[config.mk]
export PLATFORM = sky130hd
export DESIGN_NAME = core_dispatch_scoreboard
export DESIGN_NICKNAME = d
export VERILOG_FILES = /design/src/rtl/core_dispatch_scoreboard_pkg.sv /design/src/rtl/core_dispatch_scoreboard_lane.sv /design/src/rtl/core_dispatch_scoreboard.sv
export SDC_FILE = /design/constraint.sdc
export NUM_CORES = 1
export LEC_CHECK = 0
export ABC_AREA = 1
export ABC_CLOCK_PERIOD_IN_PS = 2400
export CAP_MARGIN = 10
export CORE_UTILIZATION = 39
export CTS_CLUSTER_SIZE = 8
export DETAILED_ROUTE_END_ITERATION = 10
export PLACE_DENSITY = 0.88
export SLEW_MARGIN = 30
export SYNTH_ARGS = -nofsm -noshare
export SYNTH_HDL_FRONTEND = slang
export SYNTH_SLANG_ARGS = --single-unit
[constraint.sdc]
create_clock -name clk -period 2.4 [get_ports clk]
set_input_delay 0.24 -clock clk [delete_from_list [all_inputs] [get_ports clk]]
set_output_delay 0.24 -clock clk [all_outputs]
set_load 0.01 [all_outputs]
[src/rtl/core_dispatch_scoreboard_pkg.sv]
// Shared types for the dispatch scoreboard.
//   reg_num     : 4-bit architectural register index
//   hword       : 16-bit per-register mask
//   sb_entry    : one in-flight writeback record {valid, rd}
//   insn_decode : decoded instruction as seen in a dispatch slot
package core_dispatch_scoreboard_pkg;

  localparam int unsigned NUM_REGS = 16;

  typedef logic [3:0]          reg_num;
  typedef logic [NUM_REGS-1:0] hword;

  typedef struct packed {
    logic   valid;
    reg_num rd;
  } sb_entry;

  typedef struct packed {
    logic execute;
  } insn_ctrl;

  typedef struct packed {
    logic   writeback;
    logic   uses_ra;
    logic   uses_rb;
    reg_num ra;
    reg_num rb;
    reg_num rd;
  } insn_data;

  typedef struct packed {
    insn_ctrl ctrl;
    insn_data data;
  } insn_decode;

  function automatic hword onehot(input reg_num n);
    hword v;
    v    = '0;
    v[n] = 1'b1;
    return v;
  endfunction

endpackage

[src/rtl/core_dispatch_scoreboard_lane.sv]
// One ALU lane of the dispatch scoreboard: a shift pipeline of ALU_STAGES
// {valid, rd} records plus the OR-reduced pending-write mask.
//   i_clk, i_rst_n : clock, async active-low reset
//   i_stall        : hold every stage this cycle
//   i_flush        : clear every record at the edge (beats stall and push)
//   i_push, i_rd   : record a write to i_rd entering stage 0
//   o_mask         : one-hot OR of rd over valid stages (registered state only)
//   o_wb_valid     : last stage retires this cycle (suppressed while stalled)
//   o_wb_rd        : register held by the last stage
module core_dispatch_scoreboard_lane
  import core_dispatch_scoreboard_pkg::*;
#(
  parameter int unsigned ALU_STAGES = 2
) (
  input  logic   i_clk,
  input  logic   i_rst_n,
  input  logic   i_stall,
  input  logic   i_flush,
  input  logic   i_push,
  input  reg_num i_rd,
  output hword   o_mask,
  output logic   o_wb_valid,
  output reg_num o_wb_rd
);

  sb_entry r_pipe [ALU_STAGES];

  always_ff @(posedge i_clk or negedge i_rst_n) begin
    if (!i_rst_n) begin
      for (int unsigned i = 0; i < ALU_STAGES; i++) begin
        r_pipe[i] <= '0;
      end
    end else if (i_flush) begin
      for (int unsigned i = 0; i < ALU_STAGES; i++) begin
        r_pipe[i] <= '0;
      end
    end else if (!i_stall) begin
      r_pipe[0] <= i_push ? '{valid: 1'b1, rd: i_rd} : '0;
      for (int unsigned i = 1; i < ALU_STAGES; i++) begin
        r_pipe[i] <= r_pipe[i-1];
      end
    end
  end

  // Mask is decoded purely from registered records, so dispatch/flush/stall
  // never reach it combinationally and the hazard-check loop stays broken.
  always_comb begin
    o_mask = '0;
    for (int unsigned i = 0; i < ALU_STAGES; i++) begin
      if (r_pipe[i].valid) begin
        o_mask = o_mask | onehot(r_pipe[i].rd);
      end
    end
  end

  assign o_wb_valid = r_pipe[ALU_STAGES-1].valid && !i_stall;
  assign o_wb_rd    = r_pipe[ALU_STAGES-1].rd;

endmodule

[src/rtl/core_dispatch_scoreboard.sv]
// Dispatch scoreboard: tracks destination registers in flight through the
// two ALU lanes and produces the masks consumed by the dispatch hazard check.
//   clk, rst_n             : clock, async active-low reset
//   cur_a, cur_b           : decoded instructions in dispatch slots A/B
//   dispatch_a, dispatch_b : slot issued this cycle
//   alu_stall              : ALU pipeline frozen this cycle
//   flush                  : discard all in-flight records
//   mask_{a,b}_{ra,rb}     : combinational one-hot source-operand masks
//   mask_alu_a, mask_alu_b : registers with a pending write per lane
//   wb_{a,b}_valid/_rd     : lane retires a write this cycle
module core_dispatch_scoreboard
  import core_dispatch_scoreboard_pkg::*;
#(
  parameter int unsigned ALU_STAGES = 2
) (
  input  logic       clk,
  input  logic       rst_n,
  input  insn_decode cur_a,
  input  insn_decode cur_b,
  input  logic       dispatch_a,
  input  logic       dispatch_b,
  input  logic       alu_stall,
  input  logic       flush,
  output hword       mask_a_ra,
  output hword       mask_a_rb,
  output hword       mask_b_ra,
  output hword       mask_b_rb,
  output hword       mask_alu_a,
  output hword       mask_alu_b,
  output logic       wb_a_valid,
  output logic       wb_b_valid,
  output reg_num     wb_a_rd,
  output reg_num     wb_b_rd
);

  if (ALU_STAGES < 1 || ALU_STAGES > 4) begin : g_bad_stages
    $error("core_dispatch_scoreboard: ALU_STAGES must be 1..4");
  end

  logic w_push_a;
  logic w_push_b;

  assign w_push_a = dispatch_a && cur_a.data.writeback;
  assign w_push_b = dispatch_b && cur_b.data.writeback;

  always_comb begin
    mask_a_ra = '0;
    mask_a_rb = '0;
    mask_b_ra = '0;
    mask_b_rb = '0;
    if (cur_a.ctrl.execute) begin
      if (cur_a.data.uses_ra) mask_a_ra = onehot(cur_a.data.ra);
      if (cur_a.data.uses_rb) mask_a_rb = onehot(cur_a.data.rb);
    end
    if (cur_b.ctrl.execute) begin
      if (cur_b.data.uses_ra) mask_b_ra = onehot(cur_b.data.ra);
      if (cur_b.data.uses_rb) mask_b_rb = onehot(cur_b.data.rb);
    end
  end

  core_dispatch_scoreboard_lane #(
    .ALU_STAGES(ALU_STAGES)
  ) u_lane_a (
    .i_clk      (clk),
    .i_rst_n    (rst_n),
    .i_stall    (alu_stall),
    .i_flush    (flush),
    .i_push     (w_push_a),
    .i_rd       (cur_a.data.rd),
    .o_mask     (mask_alu_a),
    .o_wb_valid (wb_a_valid),
    .o_wb_rd    (wb_a_rd)
  );

  core_dispatch_scoreboard_lane #(
    .ALU_STAGES(ALU_STAGES)
  ) u_lane_b (
    .i_clk      (clk),
    .i_rst_n    (rst_n),
    .i_stall    (alu_stall),
    .i_flush    (flush),
    .i_push     (w_push_b),
    .i_rd       (cur_b.data.rd),
    .o_mask     (mask_alu_b),
    .o_wb_valid (wb_b_valid),
    .o_wb_rd    (wb_b_rd)
  );

  // Issuing into a frozen ALU would silently lose the instruction.
  a_no_dispatch_in_stall : assert property (
    @(posedge clk) disable iff (!rst_n)
      !(alu_stall && (dispatch_a || dispatch_b))
  );

  // A retiring record must still be visible in its lane's pending mask.
  a_wb_a_pending : assert property (
    @(posedge clk) disable iff (!rst_n)
      wb_a_valid |-> mask_alu_a[wb_a_rd]
  );
  a_wb_b_pending : assert property (
    @(posedge clk) disable iff (!rst_n)
      wb_b_valid |-> mask_alu_b[wb_b_rd]
  );

endmodule

==> results.tsv, run 1 <==
metric	value	unit
whs	311	ps
post_cts_resized	0	
wl_per_cell	13.5	um
setup_viol	0	
cts.path.max_buffers	2	
die-area	0.00560	mm2
clock_latency	260	ps
post-route-util	69.6	%
powerDensity	259	mW/mm2
fp.dieW	74.8	um
post-route-period-util	91.5	%
final_nets	556	
p_int	0.667	mW
fin_tns_setup	0	ps
initial_utilization	40.5	%
cts_hold_buffers	0	
vias_per_cell	5.02	
gp_congestion	0.920	
vdd_drop_max	243	uV
hold_path_class	input pin to asynchronous set/reset pin	
cp_max_fo	11	
antenna_found_initial	0	
combinationalPowerShare	23.5	%
fmax	0.455	GHz
fp.dieH	74.8	um
rsz0062_at_grt	no	
synthTopCellsByArea	nand2_1 24%, dfrtp_1 24%, nor2_1 17%	
yosys_warnings	0	
num_vias	2949	
dpl_cell_area	0.00349	mm2
switching_share	27.6	%
hold_violations	0	
multi_input_area	0.00130	mm2
cpMaxStageDelayCell	dfrtp_1	
fin_area	0.00356	mm2
dpl.hpwl	6520	um
clkPwrFrac	37.8	%
cp_cell_sequence	nand2_1, nor2_1, nand2_1, nand2_1, clkdlybuf4s50_1	
syn_nets	422	
worstMarginPinSlew	712	ps
cts-root-buf	clkbuf_8	
endpoint_kind	output port	
drt_iter0_markers	225	
drive_gt1_share	4.64	%
critPathBufInv	1	
area_growth	72.0	%
cts.sinks	20	
netlist-cell-type-count	13	
outcome	finished clean	
critPathArrivalTime	1960	ps
syn_area	0.00207	mm2
seq_area_frac_synth	24.2	%
startpoint_type	register	
grt_first_pass_wirelength	11800	um
fillers	451	
cp_num_cells	5	
rows	26	
required	2160	ps
pwr-share-seq	38.7	%
ys_ff_latch	20	
cpPeakStageDelay	560	ps
regArea	500	um2
h-tree-depth	1	
drv_cap	0	
io_pins	144	
clock_skew	2.22	ps
cp_top_family	simple AND/OR/NAND/NOR gates	
synth_area_per_cell	5.39	um2
cts_inserted_buffers	3	
synthCells	384	
io_buffers	143	
min_period	2200	ps
cts_setup_buffers	0	
antennaDiodeCount	0	
critPathMostFrequentCell	nand2_1	
first_global_vias	2578	
critPathKind	register to output port	
wl	7940	um
drcViolationCount	0	
postRouteAntennaNets	0	
grt_remaining_overflow	0	
cts_tree	yes	
synth_top_area_share	24.3	%
grtUsageTotal	27.2	%
p_leak	1.64	nW
slew-limit-headroom	52.5	%
rr_worst_depth	2	
core	0.00511	mm2
grt_max_degree	21	
synth_top_area_cell	nand2_1	
power_switching	0.255	mW
drv_slew	0	
drtPass1Iterations	5	
clk_pin_slew_worst_paths	80	ps
[placed cells by master (no fill, tap or decap)]
master,Yosys,routed
nor2_1,92,91
nor2_2,4,5
o21ai_2,9,9
nand3_1,65,65
clkdlybuf4s50_1,0,143
inv_2,3,3
nor2_4,1,1
inv_1,40,40
bufinv_16,0,1
dfrtp_1,20,20
buf_4,12,1
clkbuf_8,0,3
nand2_1,134,134
nand2_2,1,1
[power groups by stage]
stage / logic (mW) / registers, mW / clock network (mW)
floorplan: 0.0979 / 0.356 / 0
global placement: 0.208 / 0.362 / 0
detailed placement: 0.215 / 0.363 / 0
CTS: 0.216 / 0.356 / 0.344
global route: 0.238 / 0.358 / 0.362
finish: 0.217 / 0.357 / 0.348
[logic make-up (layout without fill, tap and decap cells)]
logic type	count (synthesis)	in the layout	synth area share (%)
AO/OA/AOI/OAI	9	9	3.81
AND/OR/NAND/NOR	297	297	58.8
flip-flops	20	20	24.2
buffers and inverters	58	191	13.2
[worst reg2reg max path, delay by kind of cell, from the launching register on]
family	cells	cell delay, ps
AO/OA/AOI/OAI	1	140
buffers and inverters	1	130
flip-flops	1	540
[final cells by class]
cell class	count	area share, %
Sequential cell	20	14.1
Timing Repair Buffer	144	40.5
Clock inverter	1	0.844
Tap cell	70	2.46
Inverter	43	4.54
Multi-Input combinational cell	306	36.5
Clock buffer	3	1.16
[sequential cells by signal, summed over array words and instances, names as in the netlist]
signal and cells:
u_lane_b.o_wb_rd 4, u_lane_b.r_pipe 6, u_lane_a.r_pipe 6, u_lane_a.o_wb_rd 4
[path summary, 6_finish.rpt]
path,startpoint,endpoint,slack (ps)
setup / recovery,u_lane_b.r_pipe[9]$_DFFE_PN0P_,mask_alu_b[12],200
hold / removal,rst_n,u_lane_a.o_wb_rd[3]$_DFFE_PN0P_,310
setup reg to reg,u_lane_b.r_pipe[4]$_DFFE_PN0P_,u_lane_b.r_pipe[4]$_DFFE_PN0P_,1530
hold reg to reg,u_lane_a.r_pipe[8]$_DFFE_PN0P_,u_lane_a.r_pipe[8]$_DFFE_PN0P_,600
max in group asynchronous,rst_n,u_lane_a.o_wb_rd[0]$_DFFE_PN0P_,1880
min in group clk,cur_b[3],u_lane_b.r_pipe[8]$_DFFE_PN0P_,520
[per-stage QoR]
step           std cells  power, mW  setup WS [ps]
2_1_floorplan        384      0.453           1340
3_3_place_gp         583      0.570            400
3_5_place_dp         583      0.578            377
4_1_cts              587      0.916            238
5_1_grt              587      0.958            105
6_report             587      0.922            203
[routing by layer]
layer  GRT usage (%)  vias up  wire length, um
met1            33.5     1339             3040
li1                -     1449                -
met3            3.88       15              585
met4            9.64        0              167
met2            48.5      146             4150
met5               0        -                0
[Yosys cell counts (all sizes together)]
library cell / n
nand3: 65
o21ai: 9
buf: 15
inv: 43
nor2: 97
dfrtp: 20
nand2: 135
(Power assumes the default switching activity.)
==> run 2, diff against run 1 <==
--- a/config.mk
+++ b/config.mk
@@ -12,6 +12,7 @@
 export CTS_CLUSTER_SIZE = 8
 export DETAILED_ROUTE_END_ITERATION = 10
 export PLACE_DENSITY = 0.88
+export SKIP_CTS_REPAIR_TIMING = 1
 export SLEW_MARGIN = 30
 export SYNTH_ARGS = -nofsm -noshare
 export SYNTH_HDL_FRONTEND = slang
==> results of run 2 <==
No change in the layout: final DEF, timing and power equal those of run 1.
==> run 3, diff against run 2 <==
--- a/config.mk
+++ b/config.mk
@@ -7,7 +7,7 @@
 export LEC_CHECK = 0
 export ABC_AREA = 1
 export ABC_CLOCK_PERIOD_IN_PS = 2400
-export CAP_MARGIN = 10
+export CAP_MARGIN = 15
 export CORE_UTILIZATION = 39
 export CTS_CLUSTER_SIZE = 8
 export DETAILED_ROUTE_END_ITERATION = 10
==> results of run 3 <==
No change in the layout: final DEF, timing and power equal those of run 1.
